==> src/rtl/arbitration_sub_module.sv <==
// Bus-isolation front end between one CPU core and the shared data and
// instruction buses. Each channel (D, I) requests its bus from the arbiter and
// forwards core signals only while it owns the bus and the grant is held.
// Build option: define ARB_TRISTATE_EN to drive released bus outputs to Z
// (shared wired bus); leave undefined to drive them to 0 (OR-combined bus).

// Channel handshake FSM, one instance per bus channel.
//   state     | meaning
//   S_IDLE    | no request, bus released
//   S_REQ     | request raised, waiting for grant, bus released
//   S_OWN     | granted, core signals forwarded while grant holds
//   S_RELEASE | request withdrawn, waiting for arbiter to drop grant
module arbitration_sub_module_chan (
  input  logic clk,
  input  logic reset,
  input  logic req,
  input  logic grant,
  output logic rq,
  output logic own
);
  typedef enum logic [1:0] {S_IDLE, S_REQ, S_OWN, S_RELEASE} state_t;
  state_t state, state_nx;

  // State register; reset returns the channel to IDLE at once.
  always_ff @(posedge clk or posedge reset) begin
    if (reset) state <= S_IDLE;
    else       state <= state_nx;
  end

  // Next state and outputs; a lost grant in OWN releases the bus in the same cycle.
  always_comb begin
    state_nx = state;
    rq       = 1'b0;
    own      = 1'b0;
    case (state)
      S_IDLE: begin
        if (req) state_nx = S_REQ;
      end
      S_REQ: begin
        rq = 1'b1;
        if (!req)       state_nx = S_RELEASE;
        else if (grant) state_nx = S_OWN;
      end
      S_OWN: begin
        rq  = 1'b1;
        own = grant;
        if (!req)        state_nx = S_RELEASE;
        else if (!grant) state_nx = S_REQ;
      end
      S_RELEASE: begin
        if (!grant) state_nx = S_IDLE;
      end
      default: state_nx = S_IDLE;
    endcase
  end
endmodule

module arbitration_sub_module #(
  parameter int DATA_W = 32,
  parameter int ADDR_W = 30,
  parameter int WSTB_W = 4
) (
  input  logic              clk,
  input  logic              reset,
  input  logic              P_DataMem_Read,
  input  logic [WSTB_W-1:0] P_DataMem_Write,
  input  logic [ADDR_W-1:0] P_DataMem_Address,
  input  logic [DATA_W-1:0] P_DataMem_Out,
  output logic [DATA_W-1:0] P_DataMem_In,
  output logic              P_DataMem_Ready,
  output logic              Bus_DataMem_Read,
  output logic [WSTB_W-1:0] Bus_DataMem_Write,
  output logic [ADDR_W-1:0] Bus_DataMem_Address,
  output logic [DATA_W-1:0] Bus_DataMem_Out,
  input  logic [DATA_W-1:0] Bus_DataMem_In,
  input  logic              Bus_DataMem_Ready,
  output logic              D_Bus_RQ,
  input  logic              D_Bus_GRANT,
  input  logic [ADDR_W-1:0] P_InstMem_Address,
  input  logic              P_InstMem_Read,
  output logic [DATA_W-1:0] P_InstMem_In,
  output logic              P_InstMem_Ready,
  output logic [ADDR_W-1:0] Bus_InstMem_Address,
  output logic              Bus_InstMem_Read,
  input  logic [DATA_W-1:0] Bus_InstMem_In,
  input  logic              Bus_InstMem_Ready,
  output logic              I_Bus_RQ,
  input  logic              I_Bus_GRANT
);
`ifdef ARB_TRISTATE_EN
  localparam logic REL_BIT = 1'bz;
`else
  localparam logic REL_BIT = 1'b0;
`endif

  logic d_req, d_own, i_req, i_own;

  // Read and write may both be set on D; both are forwarded, no check made.
  assign d_req = P_DataMem_Read | (|P_DataMem_Write);
  assign i_req = P_InstMem_Read;

  arbitration_sub_module_chan u_d_chan (
    .clk   (clk),
    .reset (reset),
    .req   (d_req),
    .grant (D_Bus_GRANT),
    .rq    (D_Bus_RQ),
    .own   (d_own)
  );

  arbitration_sub_module_chan u_i_chan (
    .clk   (clk),
    .reset (reset),
    .req   (i_req),
    .grant (I_Bus_GRANT),
    .rq    (I_Bus_RQ),
    .own   (i_own)
  );

  assign Bus_DataMem_Read    = d_own ? P_DataMem_Read    : REL_BIT;
  assign Bus_DataMem_Write   = d_own ? P_DataMem_Write   : {WSTB_W{REL_BIT}};
  assign Bus_DataMem_Address = d_own ? P_DataMem_Address : {ADDR_W{REL_BIT}};
  assign Bus_DataMem_Out     = d_own ? P_DataMem_Out     : {DATA_W{REL_BIT}};
  assign P_DataMem_In        = d_own ? Bus_DataMem_In    : '0;
  assign P_DataMem_Ready     = d_own & Bus_DataMem_Ready;

  assign Bus_InstMem_Address = i_own ? P_InstMem_Address : {ADDR_W{REL_BIT}};
  assign Bus_InstMem_Read    = i_own ? P_InstMem_Read    : REL_BIT;
  assign P_InstMem_In        = i_own ? Bus_InstMem_In    : '0;
  assign P_InstMem_Ready     = i_own & Bus_InstMem_Ready;
endmodule

==> config.mk <==
export PLATFORM = sky130hd
export DESIGN_NAME = arbitration_sub_module
export DESIGN_NICKNAME = d
export VERILOG_FILES = /design/src/rtl/arbitration_sub_module.sv
export SDC_FILE = /design/constraint.sdc
export NUM_CORES = 1
export LEC_CHECK = 0
export CAP_MARGIN = 25
export CELL_PAD_IN_SITES_DETAIL_PLACEMENT = 1
export CELL_PAD_IN_SITES_GLOBAL_PLACEMENT = 2
export CORE_MARGIN = 4
export CORE_UTILIZATION = 10
export CTS_CLUSTER_DIAMETER = 120
export DETAILED_ROUTE_END_ITERATION = 10
export PLACE_DENSITY = 0.95
export SLEW_MARGIN = 20
export SYNTH_ARGS = -nofsm -noshare
export SYNTH_HDL_FRONTEND = slang
export SYNTH_SLANG_ARGS = --single-unit
==> constraint.sdc <==
create_clock -name clk -period 2.24 [get_ports clk]
set_input_delay 0.56 -clock clk [delete_from_list [all_inputs] [get_ports clk]]
set_output_delay 0.56 -clock clk [all_outputs]
set_load 0.1 [all_outputs]
==> results.txt, run 1 <==
CP Max Fanout -> 3
Skew-Pair Late Insertion Delay -> 0.22 ns
Ys Warns -> 0
total power -> 7960 uW
first-pass GRT wire length -> 23.2 mm
post-DR vias/cell -> 4.16
routed len/inst -> 21.5 um
# rows -> 45
highest clock rate -> 0.451 GHz
# diodes -> 0
CP required -> 2.32 ns
Layout Skew -> 0.0000395 ns
Synth Flop Type -> dfrtp_1
Routed Antenna Nets -> 0
Post-layout nets -> 749
Worst setup SP type -> input port
GRT Total Usage -> 16.4%
Setup-failing EPs final -> 0
CORE AREA -> 0.0154 mm^2
status -> finished clean
Commonest cells post-synth -> and3_1, clkbuf_1, ha_1, inv_1, a21oi_1
DR DRC count -> 0
CTS Buf Count -> 3
Place WS -> -0.209 ns
post-synthesis cell area -> 0.00160 mm^2
largest net degree at the start of global routing -> 67
Clock Sinks -> 4
post-synthesis sequential area ratio -> 6.26%
CTS clk-pin slew, worst paths -> 0.03 ns
Post-synth ARST share -> 100%
Initial Util -> 10.4%
most common cell in the synthesized netlist -> and3_1
Yosys top cell by area -> and3_1
Leak -> 0.00320 uW
antenna violations before repair -> 0
Post-Route Utilization -> 49.7%
post-synth cell types -> 21
clk root buf -> clkbuf_16
Area growth, synth to finish -> 380%
CTS HTree Levels -> 1
hpwl dp -> 13.9 mm
max_slew headroom -> 80.8%
Avg Inst Size Synth -> 6.42 um^2
die footprint -> 0.0181 mm^2
CTS Buffer Depth -> 2
fraction of layout cells with a size suffix above 1 -> 64.3%
synth top area cells -> and3_1, clkbuf_1, ha_1
PortBufs -> 333
PD cells -> 1040 mW/mm^2
Die Span Y -> 134 um
DR vias -> 3241
total wire length -> 16.7 mm
Die Width -> 134 um
element type at the critical path end -> flop
period utilisation layout -> 99.0%
max-cap violations -> 0
DP Cell Count -> 771
slew at the pin closest to its max-slew limit -> 0.288 ns
final non-filler cell total -> 780
# IOs -> 334
area share of the largest cell type after synthesis -> 63.8%
Worst IR Drop VDD -> 0.806 mV
number of global-route vias before repair -> 3527
routability cong. -> 0.847
EDFF count, synth -> 0
final hold violations -> 0
CP arrival -> 2.30 ns
CTS tree -> done
DR pass1 iterations -> 4
max-slew violations -> 0
gate count after technology mapping -> 249
GR Overflow Total -> 0
syn nets -> 427
worst min path class -> in -> async
Tmin final -> 2.22 ns
DR iter-0 viols -> 78
Worst Path Class, Setup -> in -> reg
FF+latch count, synth -> 4
worst setup margin -> 0.0219 ns
sequential cells by signal, summed over array words and instances (netlist names):
register	count
u_d_chan.state	2
u_i_chan.state	2
path summary, 6_finish.rpt:
path | startpoint | end | slack (ns) | cells after the start
hold / removal | reset | u_d_chan.state[1] | 0.53 | 2
setup / recovery | P_DataMem_Write[1] | u_d_chan.state[1] | 0.02 | 5
max in group asynchronous | reset | u_d_chan.state[0] | 1.54 | 2
setup reg to reg | u_i_chan.state[0] | u_i_chan.state[0] | 0.30 | 8
hold reg to reg | u_i_chan.state[1] | u_i_chan.state[1] | 0.64 | 1
min in group clk | u_i_chan.state[1] | u_i_chan.state[1] | 0.64 | 1
per-stage QoR:
step / TNS [ns] / hold slack [ns] / cell area, um^2
finish: 0 / 0.527 / 7670
CTS: 0 / 0.539 / 7550
global placement: -1.74 / 0.539 / 7440
global route: -0.169 / 0.569 / 7670
detailed placement: -4.74 / 0.599 / 7440
floorplan: -0.0611 / 0.326 / 2150
where the power goes:
part           internal, uW  leakage (uW)  switching [uW]
clock                   228     0.0000370            46.1
combinational          2850       0.00311            4650
sequential              115     0.0000460            75.8
layer usage:
metal  routed length [um]  vias to the layer above  part of all wire [%]  GRT usage (%)
met4                  218                        0                   1.3           2.26
li1                     -                     1547                     -              -
met3                  824                       12                   4.9           3.45
met5                    0                        -                     0              0
met1                 5770                     1560                    34           16.7
met2                 9940                      122                    59           34.4
kinds of logic after synthesis:
logic type	Yosys count	synth area share [%]
AOI/OAI and AO/OA	14	5.17
adders and majority gates	10	7.83
and+or+nand+nor	176	68.8
buffers and inverters	42	9.87
muxes	3	2.04
DFF	4	6.26
critical path, stage by stage:
cell             delay, ns
clkdlybuf4s50_1       0.43
or4_4                 0.56
or3b_4                0.43
a41oi_2               0.24
a31oi_2               0.06
timing repair:
action | in CTS | in global routing
setup endpoints to repair | 151 | 134
hold buffers | 0 | 0
endpoints found under the hold margin | 0 | 0
cloned | 1 | 3
buffers inserted | 0 | 2
pin swaps | 1 | 0
gates resized for setup | 4 | 6
area by class of cell:
| type | instances | area, um^2 |
|---|---|---|
| multi-input cells | 203 | 1920 |
| clock buffers | 3 | 75.1 |
| well taps | 211 | 264 |
| flip-flops and latches | 4 | 101 |
| repair buffers | 353 | 5290 |
| inverters | 6 | 22.5 |
| fillers | 1611 | 7760 |
layout by cell type (no fill, tap or decap), types with 3 or more instances in the layout:
| cell | Yosys | routed |
|---|---|---|
| clkdlybuf4s50_1 | 0 | 165 |
| inv_1 | 6 | 4 |
| buf_12 | 0 | 171 |
| ha_1 | 10 | 8 |
| clkbuf_16 | 0 | 6 |
| nor2_1 | 3 | 3 |
| dfrtp_1 | 4 | 3 |
| and3_4 | 1 | 91 |
| a21oi_1 | 5 | 5 |
| nand2_1 | 3 | 3 |
| and3_2 | 1 | 74 |
| buf_4 | 0 | 11 |
| o21ai_0 | 4 | 4 |
Note: power is estimated with default switching activity, not from simulation.
==> run 2: changes to the inputs <==
Settings changed: CORE_MARGIN 4 to not set, CTS_CLUSTER_SIZE set to 24.
==> results.txt, run 2 (synthesized netlist as in run 1, its figures left out) <==
CP required -> 1.68 ns (-0.64 ns)
DP Cell Count -> 766 (-0.65%)
biggest regs -> u_d_chan.state x2, u_i_chan.state x2
total wire length -> 16.7 mm (-0.35%)
busiest layer in global routing -> met2
met3 Use GR -> 3.16% (-0.29 points)
post-DR vias/cell -> 4.24 (+2.0%)
Die Width -> 128 um (-4.5%)
# diodes -> 0 (unchanged)
commonest non-fill, non-tap cell in the layout -> buf_12
DR vias -> 3317 (+2.3%)
slew at the pin closest to its max-slew limit -> 0.354 ns (+0.0665 ns)
CTS tree -> done
Worst setup SP type -> flop
Worst Path Class, Setup -> reg -> out
clk root buf -> clkbuf_16
Setup-failing EPs final -> 0 (unchanged)
hpwl dp -> 13.1 mm (-5.6%)
Die Span Y -> 128 um (-4.5%)
# IOs -> 334 (unchanged)
DR DRC count -> 0 (unchanged)
element type at the critical path end -> output pin
routed len/inst -> 21.3 um (-0.73%)
Clock Sinks -> 4 (unchanged)
GR Overflow Total -> 0 (unchanged)
met2 Track Usage GR -> 35.1% (+0.72 points)
Routed Antenna Nets -> 0 (unchanged)
die footprint -> 0.0165 mm^2 (-8.7%)
most frequent cells in the layout -> buf_12, clkdlybuf4s50_1, and3_4
max_slew headroom -> 76.1% (-4.7 points)
antenna violations before repair -> 1 (+1)
fraction of layout cells with a size suffix above 1 -> 64.2% (-0.16 points)
first-pass GRT wire length -> 22.1 mm (-4.8%)
Post-layout nets -> 752 (+0.40%)
Initial Util -> 10.4% (+0.038 points)
CTS Buffer Depth -> 2 (unchanged)
CTS HTree Levels -> 1 (unchanged)
max-cap violations -> 0 (unchanged)
Worst IR Drop VDD -> 0.989 mV (+23%)
worst min path class -> in -> async
# rows -> 45 (unchanged)
Skew-Pair Late Insertion Delay -> 0.22 ns (about the same)
Post-Route Utilization -> 50.4% (+0.69 points)
DR iter-0 viols -> 81 (+3.8%)
CP Max Fanout -> 12 (+9)
design area -> 0.00775 mm^2 (+1.0%)
routability cong. -> 0.924 (+9.1%)
total power -> 8170 uW (+2.7%)
CP arrival -> 1.67 ns (-0.63 ns)
number of global-route vias before repair -> 3480 (-1.3%)
PortBufs -> 333 (unchanged)
Area growth, synth to finish -> 385%
Layout Skew -> 0.0000514 ns (+0.0000119 ns)
final non-filler cell total -> 783 (+0.38%)
period utilisation layout -> 99.3% (+0.31 points)
highest clock rate -> 0.449 GHz (-0.31%)
largest net degree at the start of global routing -> 61 (-9.0%)
status -> finished clean
Worst Hold Slack -> 0.537 ns (+0.00989 ns)
hold bufs inserted after CTS -> 0 (unchanged)
max-slew violations -> 0 (unchanged)
CORE AREA -> 0.0154 mm^2 (-0.36%)
fill count -> 1604 (-0.43%)
CTS clk-pin slew, worst paths -> 0.03 ns (about the same)
DP Area -> 0.00740 mm^2 (-0.54%)
DR pass1 iterations -> 4 (unchanged)
PD cells -> 1060 mW/mm^2 (+1.6%)
final hold violations -> 0 (unchanged)
CTS Buf Count -> 3 (unchanged)
Leak -> 0.00324 uW (+1.2%)
Tmin final -> 2.23 ns (+0.00696 ns)
GRT Total Usage -> 17.7% (+1.2 points)
met1 GRT Util -> 19.4% (+2.6 points)
[run 2: power by group]
group | internal, uW | switching [uW] | total [uW]
Clock | 228 | 49.3 | 277
Sequential | 115 | 70.8 | 186
Combinational | 2990 | 4720 | 7710
Total | 3330 | 4840 | 8170
[run 2: path summary, 6_finish.rpt]
kind	startpoint	end	slack [ns]	depth (start not counted)
worst max-delay path	u_d_chan.state[0]	Bus_DataMem_Write[2]	0.01	6
worst min-delay path	reset	u_d_chan.state[1]	0.54	2
worst max register to register	u_i_chan.state[0]	u_i_chan.state[0]	0.29	8
worst min register to register	u_d_chan.state[1]	u_d_chan.state[1]	0.62	1
max in group asynchronous	reset	u_d_chan.state[0]	1.52	2
min in group clk	u_d_chan.state[1]	u_d_chan.state[1]	0.62	1
[run 2: routing by layer]
metal | up-vias | part of all wire (%)
li1 | 1555 | -
met1 | 1600 | 37
met2 | 142 | 56
met3 | 20 | 5.5
met4 | 0 | 1.9
met5 | - | 0
[run 2: layout make-up]
type	instances	area (um^2)	area share, %
Tap cell	211	264	3.41
Multi-Input combinational cell	203	1910	24.6
Clock buffer	3	75.1	0.969
Timing Repair Buffer	356	5380	69.4
Sequential cell	4	101	1.31
Inverter	6	22.5	0.291
[run 2: repair_timing]
| item | in CTS | in global routing |
|---|---|---|
| gates cloned | 2 | 6 |
| setup buffers | 0 | 6 |
| pin swaps | 6 | 0 |
| resized for setup | 11 | 5 |
| setup endpoints to repair | 162 | 98 |
[run 2: per-stage QoR]
| step | worst slack, ns | TNS (ns) |
|---|---|---|
| 3_3_place_gp | -0.120 | -2.40 |
| 2_1_floorplan | -0.0611 | -0.0611 |
| 6_report | 0.0149 | 0 |
| 5_1_grt | -0.0152 | -0.295 |
| 4_1_cts | -0.0286 | -0.112 |
| 3_5_place_dp | -0.142 | -4.49 |
[run 2: worst max-delay path, stage by stage (launching register included)]
cell and delay (ns):
dfrtp_2 0.43, inv_2 0.12, ha_4 0.16, buf_6 0.16, clkbuf_16 0.19, and3_2 0.20, buf_12 0.17
==> run 3: changes to the inputs <==
Settings changed: CTS_BUF_LIST set to sky130_fd_sc_hd__clkbuf_4.
==> results.txt, run 3 (synthesized netlist as in run 1, its figures left out) <==
highest clock rate -> 0.456 GHz (+1.4%)
max-cap violations -> 0 (unchanged)
CORE AREA -> 0.0154 mm^2 (unchanged)
Clock Sinks -> 4 (unchanged)
most frequent cells in the layout -> buf_12, clkdlybuf4s50_1, and3_4
commonest non-fill, non-tap cell in the layout -> buf_12
max-slew violations -> 0 (unchanged)
post-DR vias/cell -> 4.25 (+0.42%)
RSZ-0062 raised after global routing -> no
total wire length -> 16.9 mm (+1.4%)
worst setup margin -> 0.0462 ns (+0.0313 ns)
GRT Total Usage -> 18.2% (+0.55 points)
max incr delay on CP -> 0.35 ns (-0.08 ns)
met3 Use GR -> 2.87% (-0.29 points)
final hold violations -> 0 (unchanged)
PD cells -> 1040 mW/mm^2 (-1.0%)
period utilisation layout -> 97.9% (-1.4 points)
status -> finished clean
# IOs -> 334 (unchanged)
CTS Buf Count -> 3 (unchanged)
first-pass GRT wire length -> 22.7 mm (+2.7%)
DR iter-0 viols -> 101 (+25%)
routability cong. -> 0.924 (unchanged)
Place WS -> -0.142 ns (unchanged)
Leak -> 0.00322 uW (-0.47%)
Tmin final -> 2.19 ns (-0.0313 ns)
routed len/inst -> 21.6 um (+1.4%)
CP delay by family, top -> buffers and inverters
met1 GRT Util -> 20.0% (+0.65 points)
CP bufs+invs -> 3 (-1)
die footprint -> 0.0165 mm^2 (unchanged)
GR Overflow Total -> 0 (unchanged)
CTS HTree Levels -> 1 (unchanged)
biggest regs -> u_d_chan.state x2, u_i_chan.state x2
slew at the pin closest to its max-slew limit -> 0.350 ns (-0.00441 ns)
Skew-Pair Late Insertion Delay -> 0.24 ns (+0.02 ns)
number of global-route vias before repair -> 3545 (+1.9%)
Worst Path Class, Setup -> in -> out
final non-filler cell total -> 783 (unchanged)
clk root buf -> clkbuf_4
Post-Route Utilization -> 50.2% (-0.23 points)
CTS clk-pin slew, worst paths -> 0.04 ns (about the same)
# diodes -> 0 (unchanged)
Setup-failing EPs final -> 0 (unchanged)
Layout Skew -> 0.000103 ns (+0.0000518 ns)
Area growth, synth to finish -> 383%
hpwl dp -> 13.1 mm (unchanged)
Die Width -> 128 um (unchanged)
CTS tree -> done
DP Cell Count -> 766 (unchanged)
PortBufs -> 333 (unchanged)
Worst setup SP type -> input port
largest net degree at the start of global routing -> 61 (unchanged)
met2 Track Usage GR -> 36.4% (+1.3 points)
# rows -> 45 (unchanged)
antenna violations before repair -> 1 (unchanged)
busiest layer in global routing -> met2
Post-layout nets -> 752 (unchanged)
CP Max Fanout -> 14 (+2)
CP required -> 1.68 ns (about the same)
CTS Buffer Depth -> 2 (unchanged)
worst min path class -> in -> async
slowest stage cell on the critical path -> dlygate4sd2_1
DR pass1 iterations -> 4 (unchanged)
CP arrival -> 1.63 ns (-0.04 ns)
max_slew headroom -> 76.4% (+0.30 points)
Initial Util -> 10.4% (unchanged)
DR DRC count -> 0 (unchanged)
Worst IR Drop VDD -> 1.06 mV (+7.7%)
element type at the critical path end -> output pin
Die Span Y -> 128 um (unchanged)
DR vias -> 3331 (+0.42%)
critical-path cell list -> dlygate4sd2_1 -> bufbuf_16 -> and3_2 -> buf_12
Routed Antenna Nets -> 0 (unchanged)
fraction of layout cells with a size suffix above 1 -> 64.2% (unchanged)
run 3: cell count changes in the layout (fill, tap and decap cells not counted):
cell       previous run  this run
and3_2               74        75
clkbuf_4              0         3
buf_12              170       172
buf_6                 4         1
buf_8                 2         3
clkbuf_16             7         4
and3_4               91        90
run 3: routing by layer:
layer,routed length (um),part of all wire [%],vias up
met5,0,0,-
met1,6180,37,1614
li1,-,-,1560
met2,9580,57,135
met3,860,5.1,22
met4,303,1.8,0
run 3: metrics by stage:
| stage | total power (uW) | TNS [ns] | instance area, um^2 | hold WS (ns) |
|---|---|---|---|---|
| floorplan | 4630 | -0.0611 | 2150 | 0.326 |
| global placement | 7230 | -2.40 | 7400 | 0.547 |
| detailed placement | 7370 | -4.49 | 7400 | 0.584 |
| CTS | 7720 | -0.272 | 7550 | 0.524 |
| global route | 8290 | 0 | 7710 | 0.544 |
| finish | 8050 | 0 | 7710 | 0.518 |
run 3: repair_timing:
action	4_1_cts	5_1_grt
hold buffers	0	0
resized for setup	11	3
pin swaps	11	0
gates cloned	3	5
buffers inserted	2	4
endpoints found under the setup margin	162	59
run 3: path summary, 6_finish.rpt:
kind / from / to / slack [ns] / depth (start not counted)
worst max-delay path: I_Bus_GRANT / Bus_InstMem_Address[25] / 0.05 / 4
worst min-delay path: reset / u_d_chan.state[1] / 0.52 / 2
worst max register to register: u_i_chan.state[0] / u_i_chan.state[0] / 0.31 / 8
worst min register to register: u_d_chan.state[1] / u_d_chan.state[1] / 0.63 / 1
max in group asynchronous: reset / u_d_chan.state[0] / 1.54 / 2
min in group clk: u_d_chan.state[1] / u_d_chan.state[1] / 0.63 / 1
run 3: cell type report:
| type | instances | area (um^2) |
|---|---|---|
| Timing Repair Buffer | 356 | 5400 |
| Fill cell | 1603 | 7660 |
| Inverter | 6 | 22.5 |
| Tap cell | 211 | 264 |
| Sequential cell | 4 | 101 |
| Clock buffer | 3 | 22.5 |
| Multi-Input combinational cell | 203 | 1900 |
run 3: where the power goes:
part | internal, uW | total (uW) | switching (uW) | leakage [uW]
Combinational | 3030 | 7780 | 4750 | 0.00316
Sequential | 115 | 178 | 63.7 | 0.0000460
Clock | 60.1 | 92.8 | 32.7 | 0.0000138
